--- src/rtl/neuron_pkg.sv ---
// neuron_pkg: shared types and constants for the neuron adder scheduler
package neuron_pkg;
    typedef logic [8:0] vmem_t;
    typedef enum logic [1:0] {IDLE, WAIT, CAPTURE} state_e;
    typedef enum logic {OP_ADD, OP_LEAK} op_e;
    localparam vmem_t VMEM_MAX = 9'h1FF;
endpackage

--- src/rtl/rr_arbiter.sv ---
// rr_arbiter: picks the first set request at or after ptr, wrapping around
module rr_arbiter #(
    parameter int N_REQ = 4,
    localparam int PW = $clog2(N_REQ)
) (
    input  logic [N_REQ-1:0] req,
    input  logic [PW-1:0]    ptr,
    output logic [PW-1:0]    winner,
    output logic             valid
);
    always_comb begin
        winner = '0;
        // scan farthest-first so the nearest set request at/after ptr wins last
        for (int i = N_REQ - 1; i >= 0; i--)
            if (req[PW'((int'(ptr) + i) % N_REQ)]) winner = PW'((int'(ptr) + i) % N_REQ);
        valid = |req;
    end
endmodule

--- src/rtl/neuron_adder_sched.sv ---
// neuron_adder_sched: time-shares an external ripple adder between synaptic
// requesters and a periodic leak, accumulating into vmem and firing spikes
module neuron_adder_sched
    import neuron_pkg::*;
#(
    parameter int    N_REQ    = 4,
    parameter int    ADD_WAIT = 3,
    parameter vmem_t LEAK     = 9'd1
) (
    input  logic               CLK,
    input  logic               RST,
    input  logic [N_REQ-1:0]   req,
    input  logic [9*N_REQ-1:0] weight,
    input  logic               leak_tick,
    input  logic [8:0]         thresh,
    output logic [N_REQ-1:0]   gnt,
    output logic [8:0]         add_a,
    output logic [8:0]         add_b,
    output logic               add_cin,
    input  logic [8:0]         add_sum,
    input  logic               add_cout,
    output logic [8:0]         vmem,
    output logic               spike,
    output logic               busy
);
    localparam int PW = $clog2(N_REQ);

    state_e          state_q, state_d;
    op_e             op_q, op_d;
    logic [3:0]      cnt_q, cnt_d;
    logic [PW-1:0]   win_q, win_d, rr_ptr_q, rr_ptr_d, arb_win;
    logic            arb_valid, leak_pend_q, leak_pend_d, add_cin_q, add_cin_d;
    logic            spike_q, spike_d, fire;
    vmem_t           vmem_q, vmem_d, add_a_q, add_a_d, add_b_q, add_b_d, r;
    vmem_t           w_arr [N_REQ];

    for (genvar g = 0; g < N_REQ; g++) begin : g_w
        assign w_arr[g] = weight[9*g +: 9];
    end

    rr_arbiter #(.N_REQ(N_REQ)) u_arb (
        .req    (req),
        .ptr    (rr_ptr_q),
        .winner (arb_win),
        .valid  (arb_valid)
    );

    always_ff @(posedge CLK) begin
        if (RST) begin
            state_q     <= IDLE;
            op_q        <= OP_ADD;
            cnt_q       <= '0;
            win_q       <= '0;
            rr_ptr_q    <= '0;
            leak_pend_q <= 1'b0;
            vmem_q      <= '0;
            spike_q     <= 1'b0;
            add_a_q     <= '0;
            add_b_q     <= '0;
            add_cin_q   <= 1'b0;
        end else begin
            state_q     <= state_d;
            op_q        <= op_d;
            cnt_q       <= cnt_d;
            win_q       <= win_d;
            rr_ptr_q    <= rr_ptr_d;
            leak_pend_q <= leak_pend_d;
            vmem_q      <= vmem_d;
            spike_q     <= spike_d;
            add_a_q     <= add_a_d;
            add_b_q     <= add_b_d;
            add_cin_q   <= add_cin_d;
        end
    end

    always_comb begin
        state_d = state_q;
        cnt_d   = cnt_q;
        case (state_q)
            IDLE: if (leak_pend_q || arb_valid) begin
                state_d = WAIT;
                cnt_d   = 4'(ADD_WAIT);
            end
            WAIT: begin
                cnt_d   = cnt_q - 4'd1;
                state_d = (cnt_q == 4'd1) ? CAPTURE : WAIT;
            end
            default: state_d = IDLE;
        endcase
    end

    // adds saturate on carry-out; leaks subtract via ~LEAK+1, so no carry means borrow
    always_comb begin
        r           = (op_q == OP_ADD) ? (add_cout ? VMEM_MAX : add_sum) : (add_cout ? add_sum : '0);
        fire        = (op_q == OP_ADD) && (r >= thresh);
        op_d        = op_q;
        win_d       = win_q;
        rr_ptr_d    = rr_ptr_q;
        leak_pend_d = leak_pend_q | leak_tick;
        vmem_d      = vmem_q;
        spike_d     = 1'b0;
        add_a_d     = add_a_q;
        add_b_d     = add_b_q;
        add_cin_d   = add_cin_q;
        if (state_q == IDLE && leak_pend_q) begin
            op_d        = OP_LEAK;
            add_a_d     = vmem_q;
            add_b_d     = ~LEAK;
            add_cin_d   = 1'b1;
            leak_pend_d = leak_tick;
        end else if (state_q == IDLE && arb_valid) begin
            op_d      = OP_ADD;
            win_d     = arb_win;
            add_a_d   = vmem_q;
            add_b_d   = w_arr[arb_win];
            add_cin_d = 1'b0;
        end
        if (state_q == CAPTURE) begin
            vmem_d  = fire ? '0 : r;
            spike_d = fire;
            if (op_q == OP_ADD) rr_ptr_d = (win_q == PW'(N_REQ - 1)) ? '0 : win_q + 1'b1;
        end
    end

    always_comb begin
        gnt  = (state_q == CAPTURE && op_q == OP_ADD) ? (N_REQ'(1) << win_q) : '0;
        busy = (state_q != IDLE);
    end

    assign add_a   = add_a_q;
    assign add_b   = add_b_q;
    assign add_cin = add_cin_q;
    assign vmem    = vmem_q;
    assign spike   = spike_q;
endmodule

--- config.mk ---
export PLATFORM = sky130hd
export DESIGN_NAME = neuron_adder_sched
export DESIGN_NICKNAME = d
export VERILOG_FILES = /design/src/rtl/neuron_pkg.sv /design/src/rtl/rr_arbiter.sv /design/src/rtl/neuron_adder_sched.sv
export SDC_FILE = /design/constraint.sdc
export NUM_CORES = 1
export LEC_CHECK = 0
export ABC_AREA = 1
export CAP_MARGIN = 20
export CORE_MARGIN = 4
export CORE_UTILIZATION = 40
export CTS_BUF_LIST = sky130_fd_sc_hd__clkbuf_8
export DETAILED_ROUTE_END_ITERATION = 7
export PLACE_DENSITY = 0.78
export SKIP_CTS_REPAIR_TIMING = 1
export SLEW_MARGIN = 20
export SYNTH_ARGS = -nofsm -noshare
export SYNTH_HDL_FRONTEND = slang
export SYNTH_HIERARCHICAL = 1
export SYNTH_SLANG_ARGS = --single-unit
--- constraint.sdc ---
create_clock -name CLK -period 1.87 [get_ports CLK]
set_clock_uncertainty 0.15 [all_clocks]
set_input_delay 0.187 -clock CLK [delete_from_list [all_inputs] [get_ports CLK]]
set_output_delay 0.187 -clock CLK [all_outputs]
set_load 0.02 [all_outputs]
Yosys cells after proc, flatten, opt, wreduce, memory -nomap -nowiden
Index checks and enable logic that the tools add are counted.

word-level totals
  flip-flop bits (word level) = 40
  input port bits = 62
  output and inout port bits = 34

cells by class
  add/sub/neg operators = 5
  $lt $le $gt $ge = 6
  equality and inequality tests = 5
  shift-type cells = 1
  mux-type cells = 37
  bitwise logic cells = 5
  reductions and logical operators = 15

operators with widths
  operator                                                   number
  two-way mux 9 bit                                          10
  binary-select mux 9 bit (select 2 bit)                     1
  < comparator 2 x 4 -> 1 bit (second input constant)        4
  two-way mux 2 bit                                          7
  two-way mux 1 bit                                          11
  greater-or-equal comparator 9 bit                          1
  binary-select mux 1 bit (select 2 bit)                     4
  two-way mux 4 bit                                          2
  case mux 4 bit (2 select lines)                            1
  AND reduction 2 bit                                        3
  nonzero test 2 bit                                         3
  adder 2 x 1 -> 2 bit (second input constant)               2
  adder 2 bit (second input constant)                        2
  == test 2 bit (second input constant)                      2
  == test 4 x 1 -> 1 bit (second input constant)             1
  logical AND 1 bit                                          4
  case mux 2 bit (2 select lines)                            1
  OR reduction 2 bit                                         2
  OR reduction 4 bit                                         1
  left shift 1 x 2 -> 4 bit (first input constant)           1
  subtractor 4 x 1 -> 4 bit (second input constant)          1
  greater-or-equal comparator 3 bit (second input constant)  1
  NOT 1 bit                                                  3
  NOT 2 -> 3 bit                                             1
  other kinds (5)                                            5

Longest topological paths before layout
Gate-level depths: netlist of run 1.

  word-level depth = 14
  gate-level depth with buffers = 17

Cells and area by module
Netlist of run 1, hierarchy kept.

by module, submodules not included
  module              instances  cells an instance  area an instance (µm²)  sequential area each (µm²)
  neuron_adder_sched  1          313                2190.9                  800.8
  rr_arbiter          1          46                 188.9                   0.0

Least setup slack after synthesis of run 1
OpenSTA, ideal clock, no wires.

  kind = reg-to-reg
  from = register, netlist name add_cin
  to = register vmem_q[0] (netlist: vmem[0])
  setup time = 0.119 ns
  arrival = 1.873 ns
  setup slack = -0.273 ns
  stages on the path, launching flop included = 14
  path buffers = 0
  path through = dfxtp_1 inv_1 nand2_1 clkinv_1 nor2_1 nor2_1 ha_1 nand2_1 nor3_1 o21ai_0 nand2_1 nand2_2 nand2_1 a21oi_1

RTL lines
  element               line                      text
  to (signal assigned)  neuron_adder_sched.sv:68  vmem_q <= vmem_d;
  to (decl)             neuron_adder_sched.sv:34  vmem_t vmem_q, vmem_d, add_a_q, add_a_d, add_b_q, add_b_d, r;

==> results.toml, run 1 <==
[place]
dpl.cell_count = 543
place_hpwl_um = 5340
port_buffers = 95
gp_congestion = 0.811

[finish]
nFillCells = 403
syn_to_final_growth_pct = 70.2
final_common_cell = "clkdlybuf4s50_1"
fin_nets = 565
n_antenna_cell = 0
layout_common_cells = "clkdlybuf4s50_1 (89), nor2_1 (56), inv_1 (41)"
fin_util_pct = 71.8
final_cells = 561
drive_gt1_share_pct = 26.6

[critical_path]
reg2reg_setup_slack_ps = -210
r2r_end = "vmem[1]"
cp_data_required_time_ps = 1950
startpoint = "add_cin"
critPathKind = "flip-flop to flip-flop"
cp-start-kind = "flip-flop"
cp_max_fo = 5
cp.arrival_ps = 2160
end_kind = "flip-flop"
rr_worst_depth = 13
timing.rr.start = "add_cin"

[sta]
hold_viol_final = 0
fin_tns_setup_ps = -2480
slew_violations = 0
timing.fmax_mhz = 480
grt_setup_unrepaired = "true"
setup_viol = 20
worst_hold_slack_ps = 320
min_period_ps = 2080
finalWorstSetupSlack_ps = -212
post-route-period-util_pct = 111
tightest_slew_ps = 418
slew_headroom_pct = 72.1

[hold_path]
hold_end = "cnt_q[3]"
hold_path.class = "flip-flop to flip-flop"
holdPathStages = 2
min_from = "cnt_q[3]"

[power]
ir_drop_v = 0.000543
comb_power_share_pct = 42.7
p_clk_share_pct = 21.5
seqPwrFrac_pct = 35.8
power.switching_uw = 985
power_leakage_nw = 1.82
power_mw = 2.78
p_int_mw = 1.80
cellPowerDensity_mw_per_mm2 = 687
swShare_pct = 35.4

[clocking]
cts_tree = "done"
clkLatencyLatePin_ps = 290
clock-sinks = 40
cts-root-buf = "clkbuf_8"
numCtsBuffers = 5
path_clk_slew_ps = 80
cts_buffer_depth = 2
cts_max_level = 2

[global_routing]
grt_overflow = 0
grt_max_degree = 21
grt_pass1_vias = 2559
grt_pass1_wl_um = 11400
grtUsageTotal_pct = 18.7
antenna_found_initial = 0

[die]
rows = 27
die_w_um = 85.1
design.core.area_mm2 = 0.00564
ioPinCount = 96
dieArea_mm2 = 0.00725
start_util_pct = 42.2
dieHeight_um = 85.1

[synthesis]
syn_nets = 436
synth_area_mm2 = 0.00238
yosysSeqAreaShare_pct = 33.6
syn_area_per_cell_um2 = 6.63
yosysWarnings = 6
yosys_register_bits = 40
ys_types = 28
synth_cells = 359

[drt]
drc = 0
dr.pass1.iters = 4
viasPerCell = 5.02
vias = 2814
drt_iter0_drc = 116
routed_wl_um = 7600
routedWlPerCell_um = 13.5
route.antenna.remaining_nets = 0

[job]
cap_violations = 0

[status]
outcome = "finished with violations"
violations = "negative setup slack"
[state kept, by name (all words and copies together) (netlist names)]
| name | cells |
|---|---|
| win_q | 2 |
| leak_pend_q | 1 |
| vmem | 9 |
| spike | 1 |
| add_cin | 1 |
| cnt_q | 4 |
| add_b | 9 |
| add_a | 9 |
| state_q | 2 |
| rr_ptr_q | 2 |
[layout make-up]
cell class / instances / area (um2) / area share (%)
clock inverter: 2 / 10.0 / 0.247
timing repair buffer: 132 / 1260 / 31.1
clock buffer: 6 / 82.6 / 2.04
timing repair inverter: 1 / 6.26 / 0.154
multi-input combinational: 258 / 1580 / 39.1
inverter: 50 / 211 / 5.22
tap: 72 / 90.1 / 2.22
sequential: 40 / 810 / 20.0
[power groups by stage]
| stage | logic, mW | registers [mW] | clock network, mW |
|---|---|---|---|
| after floorplan | 0.497 | 1.09 | 0 |
| after global placement | 1.00 | 1.01 | 0 |
| after detailed placement | 1.03 | 1.01 | 0 |
| after CTS | 1.03 | 0.994 | 0.602 |
| after global routing | 1.31 | 1.01 | 0.648 |
| final | 1.19 | 0.996 | 0.598 |
[critical path, cell delays in order, from the launching register on]
cell and delay, ps:
dfxtp_4 370, inv_8 80, nand2_8 70, inv_8 90, nor2_2 40, nor2_2 140
ha_1 270, nand3_2 90, nand3_2 80, o21ai_2 170, nand2_2 110, nand2_4 120
nand2_1 100, a21oi_2 140
[synthesized netlist by cell type]
| cell | instances | area, um2 |
|---|---|---|
| a21oi_1 | 22 | 110 |
| a32o_1 | 1 | 10.0 |
| buf_2 | 2 | 10.0 |
| buf_4 | 4 | 30.0 |
| buf_6 | 3 | 33.8 |
| clkbuf_1 | 3 | 11.3 |
| clkbuf_2 | 1 | 5.00 |
| clkinv_1 | 1 | 3.75 |
| clkinv_2 | 1 | 5.00 |
| dfxtp_1 | 40 | 801 |
| ha_1 | 15 | 188 |
| inv_1 | 44 | 165 |
| inv_2 | 3 | 11.3 |
| inv_4 | 1 | 6.26 |
| nand2_1 | 58 | 218 |
| nand2_2 | 5 | 31.3 |
| nand2_4 | 1 | 11.3 |
| nand3_1 | 14 | 70.1 |
| nand4_1 | 1 | 6.26 |
| nor2_1 | 74 | 278 |
| nor2_2 | 3 | 18.8 |
| nor3_1 | 3 | 15.0 |
| o211a_1 | 1 | 10.0 |
| o211ai_1 | 2 | 15.0 |
| o21ai_0 | 44 | 220 |
| o21ai_1 | 4 | 20.0 |
| o221ai_1 | 7 | 61.3 |
| o221ai_2 | 1 | 15.0 |
[cell families (layout without fill, tap and decap cells)]
logic type,after synthesis,count (layout),synth area share [%]
adders and majority gates,15,15,7.89
buffers and inverters,63,191,11.8
AOI/OAI and AO/OA,82,82,19.4
and+or+nand+nor,159,161,27.2
DFF,40,40,33.6
[per-layer routing]
layer / up-vias / routed length, um / global-route usage [%]
li1: 1416 / - / -
met1: 1268 / 3200 / 23.7
met2: 113 / 3650 / 31.1
met3: 17 / 591 / 4.47
met4: 0 / 160 / 6.47
met5: - / 0 / 0
[stage by stage]
step,instance area [um2],setup slack (ps)
after floorplan,2410,-17.0
after global placement,3620,-426
after detailed placement,3620,-544
after CTS,3710,-324
after global routing,4050,-354
final,4050,-212
[worst max-delay path by stage]
stage | endpoint | slack, ps | cells after the start
floorplan | vmem[1] | -20 | 15
global placement | vmem[0] | -430 | 13
detailed placement | vmem[1] | -540 | 15
CTS | gnt[0] | -320 | 7
global route | add_b[5] | -350 | 17
finish | vmem[1] | -210 | 13
No activity file was read; power rests on OpenSTA's default activity.
==> run 2, diff against run 1 <==
--- a/config.mk
+++ b/config.mk
@@ -12,6 +12,7 @@
 export CTS_BUF_LIST = sky130_fd_sc_hd__clkbuf_8
 export DETAILED_ROUTE_END_ITERATION = 7
 export PLACE_DENSITY = 0.78
+export RECOVER_POWER = 100
 export SKIP_CTS_REPAIR_TIMING = 1
 export SLEW_MARGIN = 20
 export SYNTH_ARGS = -nofsm -noshare
==> results.toml, run 2 (same netlist as run 1, synthesis figures left out) <==
[global_routing]
grt_pass1_wl_um = 11400
grt_overflow = 0
grtUsageTotal_pct = 18.7
grt_max_degree = 21
grt_pass1_vias = 2559
antenna_found_initial = 0

[drt]
vias = 2818
drt_iter0_drc = 121
viasPerCell = 5.02
routedWlPerCell_um = 13.6
routed_wl_um = 7630
route.antenna.remaining_nets = 0
drc = 0
dr.pass1.iters = 5

[status]
violations = "negative setup slack"
outcome = "finished with violations"

[finish]
layout_common_cells = "clkdlybuf4s50_1 (61), nor2_1 (58), inv_1 (42)"
syn_to_final_growth_pct = 69.5
n_antenna_cell = 0
nFillCells = 410
final_cell_area_mm2 = 0.00403
fin_util_pct = 71.5
final_common_cell = "clkdlybuf4s50_1"
drive_gt1_share_pct = 25.6
fin_nets = 565
final_cells = 561

[critical_path]
reg2reg_setup_slack_ps = -220
end_kind = "flip-flop"
cp.arrival_ps = 2170
cp-start-kind = "flip-flop"
critPathKind = "flip-flop to flip-flop"
cp_data_required_time_ps = 1950
cp_max_fo = 5

[clocking]
cts_max_level = 2
cts-root-buf = "clkbuf_8"
cts_buffer_depth = 2
clkLatencyLatePin_ps = 290
clock-sinks = 40
path_clk_slew_ps = 80
cts_tree = "done"
numCtsBuffers = 5

[job]
cap_violations = 0

[sta]
slew_violations = 0
hold_viol_final = 0
min_period_ps = 2090
slew_headroom_pct = 72.1
setup_viol = 20
finalWorstSetupSlack_ps = -217
fin_tns_setup_ps = -2580
worst_hold_slack_ps = 320
grt_setup_unrepaired = "true"
post-route-period-util_pct = 112
timing.fmax_mhz = 479
tightest_slew_ps = 418

[die]
start_util_pct = 42.2
ioPinCount = 96
dieArea_mm2 = 0.00725
design.core.area_mm2 = 0.00564
dieHeight_um = 85.1
rows = 27
die_w_um = 85.1

[power]
power_mw = 2.75
ir_drop_v = 0.000540
cellPowerDensity_mw_per_mm2 = 682
power_leakage_nw = 1.88

[place]
dp_slack_ps = -544
place_area_mm2 = 0.00362
place_hpwl_um = 5340
gp_congestion = 0.811
port_buffers = 95
dpl.cell_count = 543

[hold_path]
hold_path.class = "flip-flop to flip-flop"
-- run 2: cell types whose count changed in the layout (fill, tap and decap cells not counted), sizes merged --
cell and delta:
clkbuf +2, clkdlybuf4s50 -28, dlygate4sd3 +28, buf -1, clkinv +1, inv -1, dlymetal6s2s -1
-- run 2: final cells by class --
| type | count | area (um2) | area share (%) |
|---|---|---|---|
| repair inverters | 1 | 6.26 | 0.155 |
| clock inverters | 2 | 10.0 | 0.248 |
| inverters | 50 | 211 | 5.24 |
| clock buffers | 6 | 82.6 | 2.05 |
| multi-input cells | 258 | 1580 | 39.1 |
| flip-flops and latches | 40 | 810 | 20.1 |
| well taps | 72 | 90.1 | 2.23 |
| repair buffers | 132 | 1250 | 30.9 |
-- run 2: worst max-delay path: stages (launching register included) --
cell and delay, ps:
dfxtp_4 370, inv_8 80, nand2_8 70, inv_8 90
nor2_2 40, nor2_2 140, ha_1 270, nand3_2 90
nand3_2 80, o21ai_2 170, nand2_2 110, nand2_4 120
nand2_1 100, a21oi_2 140
-- run 2: metal layers --
layer  up-vias  global-route usage (%)  wire [um]
met3        17                    4.47        550
met5         -                       0          0
met2       106                    31.1       3630
met1      1279                    23.7       3300
met4         0                    6.47        155
li1       1416                       -          -
-- run 2: path summary, 6_finish.rpt --
path               to     start  cells past startpoint
max           vmem[1]   add_cin                     13
min          cnt_q[3]  cnt_q[3]                      2
max reg2reg   vmem[1]   add_cin                     13
min reg2reg  cnt_q[3]  cnt_q[3]                      2
-- run 2: report_power, final --
part	switching, mW	internal (mW)
Clock	0.305	0.295
Combinational	0.626	0.532
Sequential	0.0524	0.941
Total	0.984	1.77
